<file path="config.mk">
export PLATFORM = sky130hd
export DESIGN_NAME = ram_cmd_ctrl
export DESIGN_NICKNAME = d
export VERILOG_FILES = /design/src/rtl/ram_cmd_ctrl.sv
export SDC_FILE = /design/constraint.sdc
export NUM_CORES = 2
export LEC_CHECK = 0
export CELL_PAD_IN_SITES_DETAIL_PLACEMENT = 0
export CELL_PAD_IN_SITES_GLOBAL_PLACEMENT = 1
export CORE_ASPECT_RATIO = 0.6
export CORE_MARGIN = 2
export CORE_UTILIZATION = 50
export CTS_BUF_LIST = sky130_fd_sc_hd__clkbuf_8 sky130_fd_sc_hd__clkbuf_16
export DETAILED_ROUTE_END_ITERATION = 16
export PLACE_DENSITY = 0.71
export RECOVER_POWER = 25
export SETUP_SLACK_MARGIN = 0.02
export SYNTH_ARGS = -nofsm -noshare
export SYNTH_HDL_FRONTEND = slang
export SYNTH_SLANG_ARGS = --single-unit
</file>
<file path="constraint.sdc">
create_clock -name clk -period 2.8 [get_ports clk]
set_input_delay 0.42 -clock clk [delete_from_list [all_inputs] [get_ports clk]]
set_output_delay 0.42 -clock clk [all_outputs]
set_load 0.1 [all_outputs]
</file>
<file path="src/rtl/ram_cmd_ctrl.sv">
// Purpose: command-driven single-port RAM controller; opcodes load write/read pointers, write or read.
// Latency: read data valid on the clock edge after the read command is accepted.
// Backpressure: rx_ready drops while read data is held unconsumed (tx_valid && !tx_ready).
//
// Ports:
//   clk, rst_n         clock, synchronous active-low reset (control state only, memory kept)
//   rx_valid/rx_ready  command handshake; din = {opcode[1:0], payload[WORD_SIZE-1:0]}
//   tx_valid/tx_ready  read-data handshake; dout is registered read data
//   addr_err           sticky flag, set by any access to an address >= MEM_DEPTH
//
// Optional feature macro: RAM_AUTO_INC_EN -- post-increments the write pointer after each
// write and the read pointer after each read, wrapping MEM_DEPTH-1 (or any out-of-range
// value) back to 0. Without it, pointers change only through the load opcodes.
module ram_cmd_ctrl #(
   parameter int MEM_DEPTH = 256,
   parameter int ADDR_SIZE = 8,
   parameter int WORD_SIZE = 8
) (
   input  logic                 clk,
   input  logic                 rst_n,
   input  logic                 rx_valid,
   output logic                 rx_ready,
   input  logic [WORD_SIZE+1:0] din,
   output logic                 tx_valid,
   input  logic                 tx_ready,
   output logic [WORD_SIZE-1:0] dout,
   output logic                 addr_err
);

   typedef enum logic {IDLE, TX_WAIT} state_t;

   localparam logic [1:0] OP_WADDR = 2'b00;
   localparam logic [1:0] OP_WRITE = 2'b01;
   localparam logic [1:0] OP_RADDR = 2'b10;
   localparam logic [1:0] OP_READ  = 2'b11;

   // One extra bit so MEM_DEPTH == 2**ADDR_SIZE is representable.
   localparam logic [ADDR_SIZE:0] DEPTH = (ADDR_SIZE+1)'(MEM_DEPTH);

   state_t                 state, state_nxt;
   logic [ADDR_SIZE-1:0]   wr_addr, rd_addr;
   logic [WORD_SIZE-1:0]   mem [0:MEM_DEPTH-1];
   logic [1:0]             op;
   logic [WORD_SIZE-1:0]   payload;
   logic                   accept, rd_acc, wr_ok, rd_ok, do_write;

   assign op       = din[WORD_SIZE+1:WORD_SIZE];
   assign payload  = din[WORD_SIZE-1:0];
   assign tx_valid = (state == TX_WAIT);
   assign rx_ready = !(tx_valid && !tx_ready);
   assign accept   = rx_valid && rx_ready;
   assign rd_acc   = accept && (op == OP_READ);
   assign wr_ok    = {1'b0, wr_addr} < DEPTH;
   assign rd_ok    = {1'b0, rd_addr} < DEPTH;
   // rst_n gate: a command offered during reset must never reach the array.
   assign do_write = rst_n && accept && (op == OP_WRITE) && wr_ok;

`ifdef RAM_AUTO_INC_EN
   localparam logic [ADDR_SIZE-1:0] LAST = ADDR_SIZE'(MEM_DEPTH - 1);

   // Anything at or beyond the last word wraps to 0, so a stray pointer recovers.
   function automatic logic [ADDR_SIZE-1:0] bump(input logic [ADDR_SIZE-1:0] a);
      return (a >= LAST) ? '0 : a + 1'b1;
   endfunction
`endif

   always_ff @(posedge clk) begin
      if (!rst_n) state <= IDLE;
      else        state <= state_nxt;
   end

   // In TX_WAIT without tx_ready, rx_ready is low so no read can be accepted and we hold.
   always_comb begin
      state_nxt = state;
      case (state)
         IDLE:    if (rd_acc) state_nxt = TX_WAIT;
         TX_WAIT: if (tx_ready && !rd_acc) state_nxt = IDLE;
         default: state_nxt = IDLE;
      endcase
   end

   always_ff @(posedge clk) begin
      if (!rst_n) begin
         dout     <= '0;
         wr_addr  <= '0;
         rd_addr  <= '0;
         addr_err <= 1'b0;
      end else if (accept) begin
         case (op)
            OP_WADDR: wr_addr <= payload[ADDR_SIZE-1:0];
            OP_WRITE: begin
               if (!wr_ok) addr_err <= 1'b1;
`ifdef RAM_AUTO_INC_EN
               wr_addr <= bump(wr_addr);
`endif
            end
            OP_RADDR: rd_addr <= payload[ADDR_SIZE-1:0];
            OP_READ: begin
               dout <= rd_ok ? mem[rd_addr] : '0;
               if (!rd_ok) addr_err <= 1'b1;
`ifdef RAM_AUTO_INC_EN
               rd_addr <= bump(rd_addr);
`endif
            end
            default: ;
         endcase
      end
   end

   // Storage has no reset so its contents survive a controller reset.
   always_ff @(posedge clk) begin
      if (do_write) mem[wr_addr] <= payload;
   end

endmodule
</file>
==> summary.md <==
| Metric | Value |
|---|---|
| Outcome | `finished with violations` |
| Failing checks | `capacitance limit, slew limit, setup timing` |
| Most used DFF post-synth | `edfxtp_1` |
| Initial antenna violation count | `7` |
| Clk pwr share | `0.404` |
| Multi-input logic area | `18,350 um2` |
| Worst path cell trace | `buf_12 > buf_12 > buf_12 > mux4_2 > mux4_2 > nand2b_4 > a31oi_4 > buf_6 > nor4_2 > a221o_1` |
| Core ar. | `161,300 um2` |
| Total CTS buffers | `187` |
| Comb pwr share | `0.043` |
| Final wirelength | `237,200 um` |
| Fmax | `341.8 MHz` |
| Hold depth | `3` |
| Maximum vdd drop | `0.5389 mV` |
| Mapped Area | `81,370 um2` |
| Full die area | `166,100 um2` |
| Setup_tns | `-531.4 ps` |
| Die width | `524.8 um` |
| Synth cell count leaders | `edfxtp_1 (2,048), mux4_2 (354), nor2_1 (294)` |
| Placer congestion estimate | `0.8929` |
| Fin. max-slew vios | `457` |
| Sw Share | `0.2092` |
| HPWL Detailed | `157,100 um` |
| Max Cap Viol | `8` |
| Reg2Reg Depth | `10` |
| RR Startpoint | `rd_addr[1]` |
| Initial Util | `0.5044` |
| EDFF count, synth | `2,048` |
| Post-Syn Instances | `3,891` |
| Clk_skew | `55.26 ps` |
| Clock sinks | `2,073` |
| H-tree Lvls | `4` |
| Final Cycle Share | `1.045` |
| # fillers | `11,450` |
| WHS | `364.8 ps` |
| Slowest stage delay, CP | `530 ps` |
| Yosys cell types | `68` |
| Reg2reg end | `dout[2]` |
| Met1 Use GR | `0.4616` |
| CP startpoint | `rd_addr[1]` |
| Post-synth ARST share | `0` |
| Slowest-stage cell, CP | `mux4_2` |
| Met2 Track Usage GR | `0.3773` |
| Reg clk slew, reported paths | `70 ps` |
| Global-route usage over all layers | `0.2847` |
| WP data arrival | `3660 ps` |
| Crit. End Element | `register` |
| Clk_lat worst skew | `850 ps` |
| Num ports | `25` |
| Synth area leader | `edfxtp_1` |
| Synth top area cells | `edfxtp_1 (76%), mux4_2 (9.8%), mux2i_1 (2.8%), mux4_1 (2.5%), nor2_1 (1.4%)` |
| Seq/Total Area, Yosys | `0.7619` |
| Leakage | `31.24 nW` |
| Fin. Hold Viols | `0` |
| Reg2reg setup slack | `-130 ps` |
| YS warnings | `0` |
| Antenna-violating nets left | `0` |
| Most common cell on crit path | `buf_12` |
| Final worst slack | `-125.9 ps` |
| Post-Place Worst Slack | `-781.7 ps` |
| First-pass GRT wire length | `331,400 um` |
| Register area | `62,020 um2` |
| Die Ht | `316.5 um` |
| Vias in the first global route | `42,220` |
| Switching power | `12.91 mW` |
| Min cycle time layout | `2926 ps` |
| Clk buf depth | `4` |
| WP data required | `3530 ps` |
| DRT Pass-1 Iters | `6` |
| Worst hold-check path type | `in2reg` |
| GRT busiest layer | `met1` |
| Hold endpoint | `tx_valid` |
| Critical Path Start Type | `register` |
| CP Class | `reg2reg` |
| Root Buffer | `clkbuf_16` |
| Grt ovf | `0` |
| Setup violations, final | `15` |
| Internal power | `48.78 mW` |
| Hold_sp | `tx_ready` |
| Unrepaired setup endpoints after global routing | `yes` |
| Port Buf Inserts | `23` |
| Syn avg cell area | `20.91 um2` |
| Worst-Margin Slew | `3119 ps` |
| DR iter-0 viols | `7,560` |
| Vias | `44,830` |
| DP Cell Count | `6,666` |
| Power Density | `635.0 nW/um2` |
| GR Util met3 | `0.08858` |
| Rel. slew slack | `-1.079` |
| Dominant cell by count in the synthesized netlist | `edfxtp_1` |
| FP Rows | `114` |
| Fin util | `0.6022` |
| # DRC | `0` |
| Top-area cell type share of the netlist area | `0.7558` |
| Register share of total power | `0.553` |
| Largest net degree at the start of global routing | `97` |
| CTS tree | `built` |
| Post-Layout Cell Count | `7,054` |
| Via density | `6.356` |
| Syn nets | `3,905` |
| Share of layout cells above drive strength 1 | `0.3420` |
| Worst-path fanout max | `22` |
| Post-synthesis register bit count | `2,073` |
| Syn-to-layout area delta | `19.38%` |
| Layout net count | `4,778` |
| Avg WL per Cell | `33.63 um` |
-- cell type report --
cell class,instances,share of cell area
Sequential cell,2073,0.6384
Multi-Input combinational cell,1580,0.1889
Timing Repair Buffer,918,0.08529
Clock buffer,188,0.04843
Tap cell,2146,0.02764
Clock inverter,143,0.01110
Inverter,4,0.0002318
Antenna cell,2,0.00005152
-- how the worst max path moves through the flow --
stage                             end  slack (ps)  depth (start not counted)
final                         dout[2]        -130                         10
after global routing          dout[0]        -160                         11
after CTS                     dout[2]         -60                         10
after detailed placement      dout[2]        -780                          9
after global placement        dout[2]        -760                          9
after floorplan           mem[220][0]           9                          8
-- metrics by stage --
stage	area [um2]	total power, mW
floorplan	81400	35.85
finish	97140	61.69
detailed placement	89960	37.24
global route	97140	63.22
global placement	89960	37.21
CTS	96880	61.87
-- registers in the layout, summed over array words and instances, names as in the netlist --
name / count
mem: 2048
dout: 8
wr_addr: 8
rd_addr: 8
tx_valid: 1
-- kinds of logic after synthesis --
logic type,synth area share
other,0.00004608
buffers and inverters,0.02147
and+or+nand+nor,0.03068
AOI/OAI and AO/OA,0.03017
muxes,0.1557
DFF,0.7619
-- cell usage in the layout, fill, tap and decap left out, types with 24 or more instances in the layout --
cell and n:
nor2b_1 28, a21oi_1 33, buf_6 29, buf_12 75, mux2i_1 226, o221ai_1 33, buf_4 760, mux2_2 36
o22ai_1 69, inv_1 37, mux4_2 372, mux4_1 58, clkinv_1 46, clkinv_2 34, edfxtp_1 2048, nand3_1 24
nand2_1 69, nor2_1 277, a211oi_1 28, clkbuf_16 189
-- per-layer routing --
metal,part of all wire,wire (um)
met4,0.019,4451
met3,0.15,34670
met2,0.41,96260
met5,0,0
met1,0.43,101800
-- power by group through the flow --
stage	Clock, mW	Sequential (mW)	Combinational [mW]
detailed placement	0	34.8	2.45
global placement	0	34.8	2.42
finish	24.9	34.1	2.65
floorplan	0	34.8	1.04
global route	26.4	34.1	2.75
CTS	25.2	34.1	2.60
-- worst max-delay path: cells and delay by family (launching register included) --
kind	cells	cell delay (ps)
AO/OA/AOI/OAI	2	570
buffers and inverters	4	710
flip-flops	1	380
multiplexers	2	870
AND/OR/NAND/NOR	2	240
-- what timing repair did --
item,4_1_cts,5_1_grt
cloned,9,1
setup buffers,31,17
hold buffers,0,0
setup endpoints to repair,8,21
pin swaps,21,20
resized for setup,148,69
Note: power is estimated with default switching activity, not from simulation.
